## src/rtl/bus_with_mux.sv

```systemverilog
// Shared N-bit bus built from a 2:1 mux; two destination registers capture it each clock.
// Optional BUS_XFER_CNT_EN adds a free-running 16-bit transfer counter on port xfer_count.
module bus_with_mux #(
  parameter int N = 8
) (
  input  logic         clk,
  input  logic         rst,
  input  logic [N-1:0] data_in_1,
  input  logic [N-1:0] data_in_2,
  input  logic         sel,
  output logic [N-1:0] bus,
  output logic [N-1:0] data_out_1,
  output logic [N-1:0] data_out_2
`ifdef BUS_XFER_CNT_EN
  ,
  output logic [15:0]  xfer_count
`endif
);

  logic [N-1:0] data_out_1_d, data_out_1_q;
  logic [N-1:0] data_out_2_d, data_out_2_q;

  // Bus owner drives, the opposite side's register captures it.
  always_comb begin
    bus          = sel ? data_in_2 : data_in_1;
    data_out_1_d = data_out_1_q;
    data_out_2_d = data_out_2_q;
    if (sel) data_out_1_d = bus;
    else     data_out_2_d = bus;
  end

  always_ff @(posedge clk or posedge rst) begin
    if (rst) begin
      data_out_1_q <= '0;
      data_out_2_q <= '0;
    end else begin
      data_out_1_q <= data_out_1_d;
      data_out_2_q <= data_out_2_d;
    end
  end

  assign data_out_1 = data_out_1_q;
  assign data_out_2 = data_out_2_q;

`ifdef BUS_XFER_CNT_EN
  logic [15:0] xfer_count_d, xfer_count_q;

  // Wraps naturally from FFFF to 0000.
  always_comb begin
    xfer_count_d = xfer_count_q + 16'd1;
  end

  always_ff @(posedge clk or posedge rst) begin
    if (rst) xfer_count_q <= '0;
    else     xfer_count_q <= xfer_count_d;
  end

  assign xfer_count = xfer_count_q;
`endif

endmodule

```

## config.mk

```make
export PLATFORM = sky130hd
export DESIGN_NAME = bus_with_mux
export DESIGN_NICKNAME = d
export VERILOG_FILES = /design/src/rtl/bus_with_mux.sv
export SDC_FILE = /design/constraint.sdc
export NUM_CORES = 1
export LEC_CHECK = 0
export CORE_MARGIN = 1
export CORE_UTILIZATION = 41
export DETAILED_ROUTE_END_ITERATION = 10
export HOLD_SLACK_MARGIN = 0.08
export PLACE_DENSITY = 0.85
export SYNTH_ARGS = -nofsm -noshare
export SYNTH_HDL_FRONTEND = slang
export SYNTH_SLANG_ARGS = --single-unit
```

## constraint.sdc

```tcl
create_clock -name clk -period 2.4 [get_ports clk]
set_clock_uncertainty 0.2 [all_clocks]
set_input_delay 0.36 -clock clk [delete_from_list [all_inputs] [get_ports clk]]
set_output_delay 0.36 -clock clk [all_outputs]
set_load 0.01 [all_outputs]
```

* Word level (Yosys, flattened, before mapping)
Cells that the tools add are included.
Storage, ports and cells: bits in read-only memories 0, bits of input ports 19, memories 0, bits in writable memories 0, bits in latches 0, word-level logic and storage cells 3, register bits 16
Operators by class: magnitude comparators 0, reduce and logical (&&, ||, !) cells 0, equality and inequality tests 0, divide/modulo/power cells 0, add/sub/neg operators 0, shifts and indexed selects 0, multipliers 0, mux-type cells 1, bitwise logic cells 0
Operator list (count):
- $mux 8 | 1

* Logic depth before layout (Yosys ltp)
depth in word-level cells 1, gate-level depth with buffers 3

* Least setup slack after synthesis
OpenSTA, ideal clock, no wires.
path type input-to-output, from input sel, to output bus[0], required time 1840 ps, path slack 916 ps, cell stages on the path 3, arrival 924 ps, path buffers 2, cells stage by stage buf_6 buf_12 mux2_4
Between the ends: cells in the longest elaborated chain, start to end 1
Ends and longest elaborated chain:
- from (decl) | RTL line 10 | input logic sel,
- $mux 8 | RTL line 25 | bus = sel ? data_in_2 : data_in_1;
- to (decl) | RTL line 11 | output logic [N-1:0] bus,
Every way passes these cells.

* Final worst setup path
from input sel, to output bus[2]
The elaborated chain is that of the path after synthesis.

==> summary.md <==
| Metric | Value |
|---|---|
| CTS Buf Count | `3` |
| Final setup violation count | `0` |
| Pin count of the biggest net entering global routing | `18` |
| Type of the worst setup path | `input pin to primary output` |
| Final RePlAce weighted congestion | `0.6930` |
| H-tree lvl count | `1` |
| FMAX | `430.2 MHz` |
| First-pass iteration count of the detailed router | `2` |
| Register clock-pin slew on the reported worst setup and hold paths | `0.09 ns` |
| Status | `complete, no violations` |
| Min setup slack post-route | `0.07538 ns` |
| Share of flip-flops with an asynchronous set or reset after synthesis | `1.000` |
| Maximum number of buffers from clock root to sink | `2` |
| Register-to-register setup slack | `1.42 ns` |
| Detail Placement HPWL | `1.177 mm` |
| Total number of placement rows | `15` |
| Cell type with the largest total area after synthesis | `sky130_fd_sc_hd__dfrtp_1` |
| Largest fanout on the critical path | `15` |
| Setup repair after global routing missed its margin | `false` |
| Post-placement worst setup slack | `-0.01725 ns` |
| Average wire per cell in the routed design | `13.80 um` |
| Area share of the leading cell type in the synthesized netlist | `0.5000` |
| Capturing element type of the critical path | `primary output` |
| Sum of negative setup slack | `0 ns` |
| Smallest hold slack | `0.2539 ns` |
| List of most frequent post-synthesis cells | `sky130_fd_sc_hd__mux2_4, sky130_fd_sc_hd__dfrtp_1, sky130_fd_sc_hd__mux2_2, sky130_fd_sc_hd__buf_12` |
| Synth Cell Area | `800.8 sq um` |
| Transition time at the pin with the least slew margin | `0.5771 ns` |
| Flip-flop and latch count after synthesis | `16` |
| Reported max-cap violation count | `0` |
| Antenna Diode Count | `0` |
| Final net count | `115` |
| Post-route clock period utilization | `0.9686` |
| Die area | `2134 sq um` |
| Dpl cell area | `1251 sq um` |
| Horizontal die dimension | `46.20 um` |
| Port buffer count | `42` |
| Global-route wire length before repair | `2.346 mm` |
| Synthesized Nets | `63` |
| Count of clock tree sinks | `16` |
| Hold Crit Class | `input pin to async pin` |
| Number of antenna violations at the first check in global routing | `0` |
| Core region area | `1783 sq um` |
| Number of standard cells after synthesis | `44` |
| Dominant register cell in the synthesized netlist | `sky130_fd_sc_hd__dfrtp_1` |
| Avg Inst Size Synth | `18.20 sq um` |
| Post-DRT Antenna Nets | `0` |
| Sequential-to-total area share from yosys stat | `0.5000` |
| Grt total ovfl | `0` |
| Required time of the critical path | `1.84 ns` |
| Count of cell types in the netlist | `6` |
| YS warnings | `0` |
| CP arrival | `1.76 ns` |
| Minimum period implied by the final worst setup slack | `2.325 ns` |
| Total routing usage reported by global routing | `0.1589` |
| Peak ir drop on the vdd network | `0.0003724 V` |
| Number of global-route vias before repair | `547` |
| Slew headroom | `0.6148` |
| Die Ht | `46.20 um` |
| Initial core utilization | `0.4491` |
| Root Buffer | `sky130_fd_sc_hd__clkbuf_4` |
| Post-layout instance area | `1309 sq um` |
| Leakage power total | `0.6510 nW` |
| Number of pins with negative max-slew slack in the final report | `0` |
| Clk_lat worst skew | `0.27 ns` |
| DRC violation count after routing | `0` |
| Number of vias per cell | `4.504` |
| Top Ports | `43` |
| Number of synthesized flops with an enable pin | `0` |
| Ratio of cells with drive above 1 in the final layout | `0.3723` |
| Most common cell in the synthesized netlist | `sky130_fd_sc_hd__mux2_4` |
| CTS tree | `yes` |
| Type of origin of the critical path | `input pin` |
| Power per unit of standard cell area | `501.3 nW/um^2` |
| Layout overhead on the synthesized area | `63.44%` |
| Iteration-0 DRC count of the detailed router | `1` |
| Top post-synthesis cells by area | `sky130_fd_sc_hd__dfrtp_1, sky130_fd_sc_hd__mux2_4, sky130_fd_sc_hd__mux2_2` |
| DRT Wirelength | `1.642 mm` |
| Total power | `656.0 uW` |
| Final hold violation count | `0` |
| Vias after detailed routing | `536` |
## stage by stage
stage          instances  utilization
3_3_place_gp         113       0.7018
3_5_place_dp         113       0.7018
6_report             119       0.7340
5_1_grt              119       0.7340
4_1_cts              116       0.7130
2_1_floorplan         44            -
## where the power goes
part           internal (mW)  total (mW)  leakage [nW]  switching (mW)
clock                 0.0580       0.132        0.0138          0.0742
sequential             0.296       0.310         0.187          0.0137
combinational          0.145       0.214         0.450          0.0685
## per-layer routing
metal,part of all wire,up-vias,global-route usage
met2,0.52,27,0.2761
met3,0.084,0,0.06275
met1,0.40,254,0.1724
met5,0,-,0
met4,0,0,0.05882
li1,-,255,-
## what timing repair did
item,in CTS,in global routing
setup endpoints to repair,2,6
gates resized for setup,2,6
setup buffers,0,3
hold buffers,0,0
## cell type report
type | count | area [sq um]
Timing Repair Buffer | 50 | 505.5
Sequential cell | 16 | 400.4
Multi-Input combinational cell | 24 | 345.3
Fill cell | 114 | 474.2
Clock buffer | 3 | 22.52
Tap cell | 25 | 31.28
Inverter | 1 | 3.754
## kinds of logic after synthesis
group / after synthesis / share of synthesized area
flops: 16 / 0.5000
buf+inv: 4 / 0.06875
mux: 24 / 0.4312
## sequential cells by signal, indices dropped and copies added, names as in the netlist
name	flops
data_out_1	8
data_out_2	8
## placed cells by master, fill, tap and decap left out
cell type and n:
sky130_fd_sc_hd__clkdlybuf4s50_1 34, sky130_fd_sc_hd__mux2_4 20, sky130_fd_sc_hd__dfrtp_1 16, sky130_fd_sc_hd__buf_4 7, sky130_fd_sc_hd__dlymetal6s2s_1 6, sky130_fd_sc_hd__mux2_2 4, sky130_fd_sc_hd__clkbuf_4 3, sky130_fd_sc_hd__dlygate4sd2_1 2
sky130_fd_sc_hd__inv_1 1, sky130_fd_sc_hd__buf_12 1
## critical path: stages
cell                              delay [ns]
sky130_fd_sc_hd__clkdlybuf4s50_1        0.50
sky130_fd_sc_hd__buf_12                 0.17
sky130_fd_sc_hd__buf_4                  0.14
sky130_fd_sc_hd__mux2_4                 0.30
sky130_fd_sc_hd__dlygate4sd2_1          0.30
## worst paths after layout
path / startpoint / cells past startpoint / end
hold / removal: rst / 2 / data_out_1[5]
setup / recovery: sel / 5 / bus[2]
setup reg to reg: data_out_1[4] / 1 / data_out_1[4]
hold reg to reg: data_out_2[3] / 1 / data_out_2[3]
max in group asynchronous: rst / 2 / data_out_2[0]
min in group clk: data_out_2[3] / 1 / data_out_2[3]
No activity file was read; power rests on OpenSTA's default activity.
